## src/rtl/axi_lite_master.sv

```systemverilog
// Single-outstanding AXI4-Lite initiator: one CPU load/store becomes AR/R or AW/W/B traffic and one completion.
// Latency: 3 cycles accept-to-completion with a zero-wait responder; the request port stalls (req_ready=0) while busy.
module axi_lite_master #(
    parameter logic [3:0] ID = 4'h1
) (
    input  logic        clk,
    input  logic        rst,
    input  logic        req_valid,
    output logic        req_ready,
    input  logic        req_wen,
    input  logic [31:0] req_addr,
    input  logic [31:0] req_wdata,
    input  logic [3:0]  req_wstrb,
    output logic        resp_valid,
    output logic [31:0] resp_rdata,
    output logic        resp_err,
    output logic        arvalid,
    input  logic        arready,
    output logic [31:0] araddr,
    output logic [3:0]  arid,
    input  logic        rvalid,
    output logic        rready,
    input  logic [31:0] rdata,
    input  logic [1:0]  rresp,
    input  logic [3:0]  rid,
    input  logic        rlast,
    output logic        awvalid,
    input  logic        awready,
    output logic [31:0] awaddr,
    output logic        wvalid,
    input  logic        wready,
    output logic [31:0] wdata,
    output logic [3:0]  wstrb,
    input  logic        bvalid,
    output logic        bready,
    input  logic [1:0]  bresp
);

    typedef enum logic [2:0] {S_IDLE, S_AR, S_R, S_WR, S_B} state_t;

    state_t      state_q, state_d;
    logic        arvalid_q, arvalid_d;
    logic        awvalid_q, awvalid_d;
    logic        wvalid_q, wvalid_d;
    logic        aw_done_q, aw_done_d;
    logic        w_done_q, w_done_d;
    logic [31:0] araddr_q, araddr_d;
    logic [31:0] awaddr_q, awaddr_d;
    logic [31:0] wdata_q, wdata_d;
    logic [3:0]  wstrb_q, wstrb_d;
    logic        resp_valid_q, resp_valid_d;
    logic        resp_err_q, resp_err_d;
    logic [31:0] resp_rdata_q, resp_rdata_d;
    logic        rd_err;

    // A read beat is bad on SLVERR/DECERR, a foreign ID, or a non-final beat.
    assign rd_err = rresp[1] | (rid != ID) | ~rlast;

    always_comb begin
        state_d      = state_q;
        aw_done_d    = aw_done_q;
        w_done_d     = w_done_q;
        araddr_d     = araddr_q;
        awaddr_d     = awaddr_q;
        wdata_d      = wdata_q;
        wstrb_d      = wstrb_q;
        resp_valid_d = 1'b0;
        resp_err_d   = resp_err_q;
        resp_rdata_d = resp_rdata_q;
        case (state_q)
            S_IDLE: begin
                if (req_valid) begin
                    araddr_d = req_addr;
                    awaddr_d = req_addr;
                    wdata_d  = req_wdata;
                    wstrb_d  = req_wstrb;
                    if (req_wen) begin
                        state_d   = S_WR;
                        aw_done_d = 1'b0;
                        w_done_d  = 1'b0;
                    end else begin
                        state_d = S_AR;
                    end
                end
            end
            S_AR: begin
                if (arready) state_d = S_R;
            end
            S_R: begin
                if (rvalid) begin
                    resp_valid_d = 1'b1;
                    resp_err_d   = rd_err;
                    resp_rdata_d = rd_err ? 32'h0 : rdata;
                    state_d      = S_IDLE;
                end
            end
            S_WR: begin
                // Fires in this cycle count, so a joint AW+W handshake goes straight to B.
                if (awvalid_q && awready) aw_done_d = 1'b1;
                if (wvalid_q && wready)   w_done_d  = 1'b1;
                if (aw_done_d && w_done_d) state_d = S_B;
            end
            S_B: begin
                if (bvalid) begin
                    resp_valid_d = 1'b1;
                    resp_err_d   = bresp[1];
                    resp_rdata_d = 32'h0;
                    state_d      = S_IDLE;
                end
            end
            default: state_d = S_IDLE;
        endcase
        arvalid_d = (state_d == S_AR);
        awvalid_d = (state_d == S_WR) && !aw_done_d;
        wvalid_d  = (state_d == S_WR) && !w_done_d;
    end

    always_ff @(posedge clk or posedge rst) begin
        if (rst) begin
            state_q      <= S_IDLE;
            arvalid_q    <= 1'b0;
            awvalid_q    <= 1'b0;
            wvalid_q     <= 1'b0;
            aw_done_q    <= 1'b0;
            w_done_q     <= 1'b0;
            araddr_q     <= 32'h0;
            awaddr_q     <= 32'h0;
            wdata_q      <= 32'h0;
            wstrb_q      <= 4'h0;
            resp_valid_q <= 1'b0;
            resp_err_q   <= 1'b0;
            resp_rdata_q <= 32'h0;
        end else begin
            state_q      <= state_d;
            arvalid_q    <= arvalid_d;
            awvalid_q    <= awvalid_d;
            wvalid_q     <= wvalid_d;
            aw_done_q    <= aw_done_d;
            w_done_q     <= w_done_d;
            araddr_q     <= araddr_d;
            awaddr_q     <= awaddr_d;
            wdata_q      <= wdata_d;
            wstrb_q      <= wstrb_d;
            resp_valid_q <= resp_valid_d;
            resp_err_q   <= resp_err_d;
            resp_rdata_q <= resp_rdata_d;
        end
    end

    assign req_ready  = (state_q == S_IDLE);
    assign rready     = (state_q == S_R);
    assign bready     = (state_q == S_B);
    assign arvalid    = arvalid_q;
    assign araddr     = araddr_q;
    assign arid       = ID;
    assign awvalid    = awvalid_q;
    assign awaddr     = awaddr_q;
    assign wvalid     = wvalid_q;
    assign wdata      = wdata_q;
    assign wstrb      = wstrb_q;
    assign resp_valid = resp_valid_q;
    assign resp_err   = resp_err_q;
    assign resp_rdata = resp_rdata_q;

endmodule
```

## config.mk

```make
export PLATFORM = sky130hd
export DESIGN_NAME = axi_lite_master
export DESIGN_NICKNAME = d
export VERILOG_FILES = /design/src/rtl/axi_lite_master.sv
export SDC_FILE = /design/constraint.sdc
export NUM_CORES = 1
export LEC_CHECK = 0
export BUFFER_PORTS_ARGS = -buffer_cell sky130_fd_sc_hd__buf_2
export CORE_ASPECT_RATIO = 1.1
export CORE_MARGIN = 3
export CORE_UTILIZATION = 35
export CTS_BUF_LIST = sky130_fd_sc_hd__clkbuf_4 sky130_fd_sc_hd__clkbuf_8
export CTS_CLUSTER_SIZE = 28
export DETAILED_ROUTE_END_ITERATION = 7
export PLACE_DENSITY = 0.7
export SLEW_MARGIN = 30
export SYNTH_ARGS = -nofsm -noshare
export SYNTH_HDL_FRONTEND = slang
export SYNTH_SLANG_ARGS = --single-unit
```

## constraint.sdc

```tcl
create_clock -name clk -period 5.68 [get_ports clk]
set_input_delay 0.284 -clock clk [delete_from_list [all_inputs] [get_ports clk]]
set_output_delay 0.284 -clock clk [all_outputs]
set_load 0.005 [all_outputs]
```

==> flow_summary.json <==
{
  "crit_arrival_ns": 2.57,
  "crit_cells": 3,
  "ioPinCount": 262,
  "synth_cells": 304,
  "grt_pass1_wl_mm": 16.3,
  "syn_area_um2": 4540,
  "dpl_cell_area_um2": 5590,
  "p_per_area_nw_per_um2": 465,
  "worst_slew_pin_slew_ns": 0.729,
  "max_freq_ghz": 0.428,
  "slew_violations": 0,
  "die-area_um2": 14400,
  "layout_common_cells": "255 x buf_2, 110 x dfrtp_1, 68 x mux2_2, 25 x a22o_1, 11 x clkbuf_8",
  "slowest_delay_ns": 0.64,
  "gr-total-overflow": 0,
  "track_usage_pct": 14.2,
  "ant_nets": 0,
  "yosysWarnings": 0,
  "wl_per_cell_um": 15.3,
  "cp_slowest_cell": "buf_4",
  "whs_ns": -0.00668,
  "synth_area_leaders": "dfrtp_1 61%, mux2_2 17%, buf_4 6.3%",
  "grt_pass1_vias": 3296,
  "regArea_um2": 2750,
  "htreeDepth": 3,
  "cp_max_fo": 56,
  "use_met2_pct": 25.5,
  "routed_wl_mm": 10.4,
  "port_buffers": 255,
  "drt_iter0_markers": 133,
  "cap_violations": 0,
  "outcome": "complete, but fails checks",
  "nFillCells": 1157,
  "timing.final.hold_violations": 4,
  "timing.rr.start": "state_q[1]$_DFF_PP0_",
  "p_leak_uw": 0.00305,
  "ff2ff_setup_slack_ns": 3.34,
  "synth.distinct_cells": 35,
  "met1_usage_pct": 16.5,
  "fin_crit_ns": 2.34,
  "synth_top_cell_by_area": "dfrtp_1",
  "busiest_layer": "met2",
  "cts_made_buffers": 9,
  "layout-drive-gt1-share_pct": 67.9,
  "antenna_found_initial": 0,
  "die_h_um": 125,
  "nets": 640,
  "min_path_type": "in -> async",
  "cp_cell_sequence": "nor4b_4 -> buf_4 -> mux2_2",
  "vias": 3161,
  "synth_seq_area_share_pct": 60.7,
  "required_ns": 5.92,
  "skew_ns": 0.0132,
  "synth_seq_cells": 110,
  "r2r_cells": 3,
  "avgViaCountPerCell": 4.64,
  "critPathTopFamily": "buffers and inverters",
  "path_class": "reg -> reg",
  "post_cts_buffers": 0,
  "die_x_um": 115,
  "endpoint": "wdata[17]$_DFFE_PP0P_",
  "cts_buffer_depth": 2,
  "endpoint_kind": "flop",
  "synth_top_area_share_pct": 60.7,
  "start_util_pct": 36.7,
  "period_share_pct": 41.1,
  "clk_pin_slew_ns": 0.10,
  "remaining_drc_errors": 0,
  "n_antenna_cell": 0,
  "met3_usage_pct": 2.42,
  "reg2reg_to": "wdata[17]$_DFFE_PP0P_",
  "cts_root_buf": "clkbuf_8",
  "cp-start-kind": "flop",
  "ctsHoldBuffers": 0,
  "setup_violations": 0,
  "violations": "negative hold slack",
  "clock_latency_ns": 0.36,
  "max-slew-margin-rel_pct": 51.4,
  "mostFrequentLayoutCell": "buf_2",
  "fin_total_pwr_uw": 2690,
  "crit_start": "state_q[1]$_DFF_PP0_",
  "grt_max_degree": 60,
  "rsz0062_at_grt": "false",
  "dp_hpwl_mm": 8.00,
  "cts_resized": 0,
  "multi_input_area_um2": 1330,
  "vdd_ir_drop_max_v": 0.000243,
  "path_buf_inv": 1,
  "design_area_um2": 5790,
  "areaGrowthSynthToFinish_pct": 27.7,
  "gp_congestion": 0.748,
  "cts_sinks": 110,
  "tritoncts": "built",
  "drt_first_pass_iters": 4,
  "core-area_um2": 12300,
  "fin_tns_setup_ns": 0,
  "avgSynthCellArea_um2": 14.9,
  "fp-row-count": 42
}
==> layout make-up <==
type / instances / area share [%]
clock buffers: 11 / 2.61
clock inverters: 5 / 0.691
inverters: 4 / 0.302
multi-input cells: 138 / 22.9
flip-flops and latches: 110 / 47.5
well taps: 154 / 3.33
repair buffers: 259 / 22.6
==> routing by layer <==
| layer | up-vias | routed length [um] |
|---|---|---|
| met4 | 0 | 205 |
| met2 | 181 | 5440 |
| met1 | 1494 | 3870 |
| li1 | 1470 | - |
| met5 | - | 0 |
| met3 | 16 | 873 |
==> cell usage after synthesis <==
library cell	number
a21oi_2	1
a22o_2	7
dfrtp_1	110
buf_6	12
mux2_2	68
o21ai_0	3
nand3_1	1
nand3b_1	2
nor3b_1	1
a22o_1	25
a211oi_1	1
nor4b_1	2
nand2b_1	1
a21oi_1	4
a31oi_1	3
buf_4	38
nor2_1	1
buf_2	1
nor2b_1	1
nor3_1	1
and3b_2	1
inv_1	4
nand2_1	2
nand4b_2	1
or3b_4	1
and4bb_2	1
a21o_1	1
conb_1	2
nor4b_4	1
nor2_4	1
o21ai_1	1
clkbuf_1	1
buf_1	1
and3b_1	2
buf_8	1
==> state kept, by name (all words and copies together), names as in the netlist <==
name and cells:
state_q 3, wstrb 4, resp_valid 1, w_done_q 1, awvalid 1, awaddr 32, arvalid 1, resp_rdata 32
resp_err 1, wvalid 1, aw_done_q 1, wdata 32
==> report_power, final <==
group | internal (uW) | total (uW) | switching [uW]
logic | 582 | 1000 | 418
clock network | 189 | 449 | 260
registers | 1070 | 1240 | 178
total | 1840 | 2690 | 856
==> stage by stage <==
step                      setup WS (ns)  util [%]  cells
after floorplan                    2.49         -    306
after global placement             3.04      45.3    664
after detailed placement           2.97      45.3    664
after CTS                          2.94      46.8    680
after global routing               3.20      46.9    681
final                              3.34      46.9    681
==> worst min path at each step <==
| stage | from | cells after the start | slack, ns | end |
|---|---|---|---|---|
| 2_1_floorplan | req_wen | 1 | 0.38 | aw_done_q$_DFF_PP0_ |
| 3_3_place_gp | rst | 2 | 0.41 | wdata[1]$_DFFE_PP0P_ |
| 3_5_place_dp | rst | 2 | 0.42 | wdata[1]$_DFFE_PP0P_ |
| 4_1_cts | rst | 2 | 0.003 | wdata[1]$_DFFE_PP0P_ |
| 5_1_grt | rst | 2 | 0.03 | wdata[1]$_DFFE_PP0P_ |
| 6_report | rst | 2 | -0.007 | wdata[1]$_DFFE_PP0P_ |
==> worst reg2reg max path, delay by kind of cell (launching register included) <==
family                 cells  cell delay, ns
muxes                      1            0.47
and+or+nand+nor            1            0.59
buffers and inverters      1            0.65
DFF                        1            0.52
==> cells by family after synthesis <==
| kind of cell | after synthesis | synth area share, % |
|---|---|---|
| other | 2 | 0.166 |
| AO/OA/AOI/OAI | 46 | 8.19 |
| AND/OR/NAND/NOR | 20 | 3.86 |
| multiplexers | 68 | 16.9 |
| buffers and inverters | 58 | 10.2 |
| flip-flops | 110 | 60.7 |
Power figures use the tool's default switching activity.
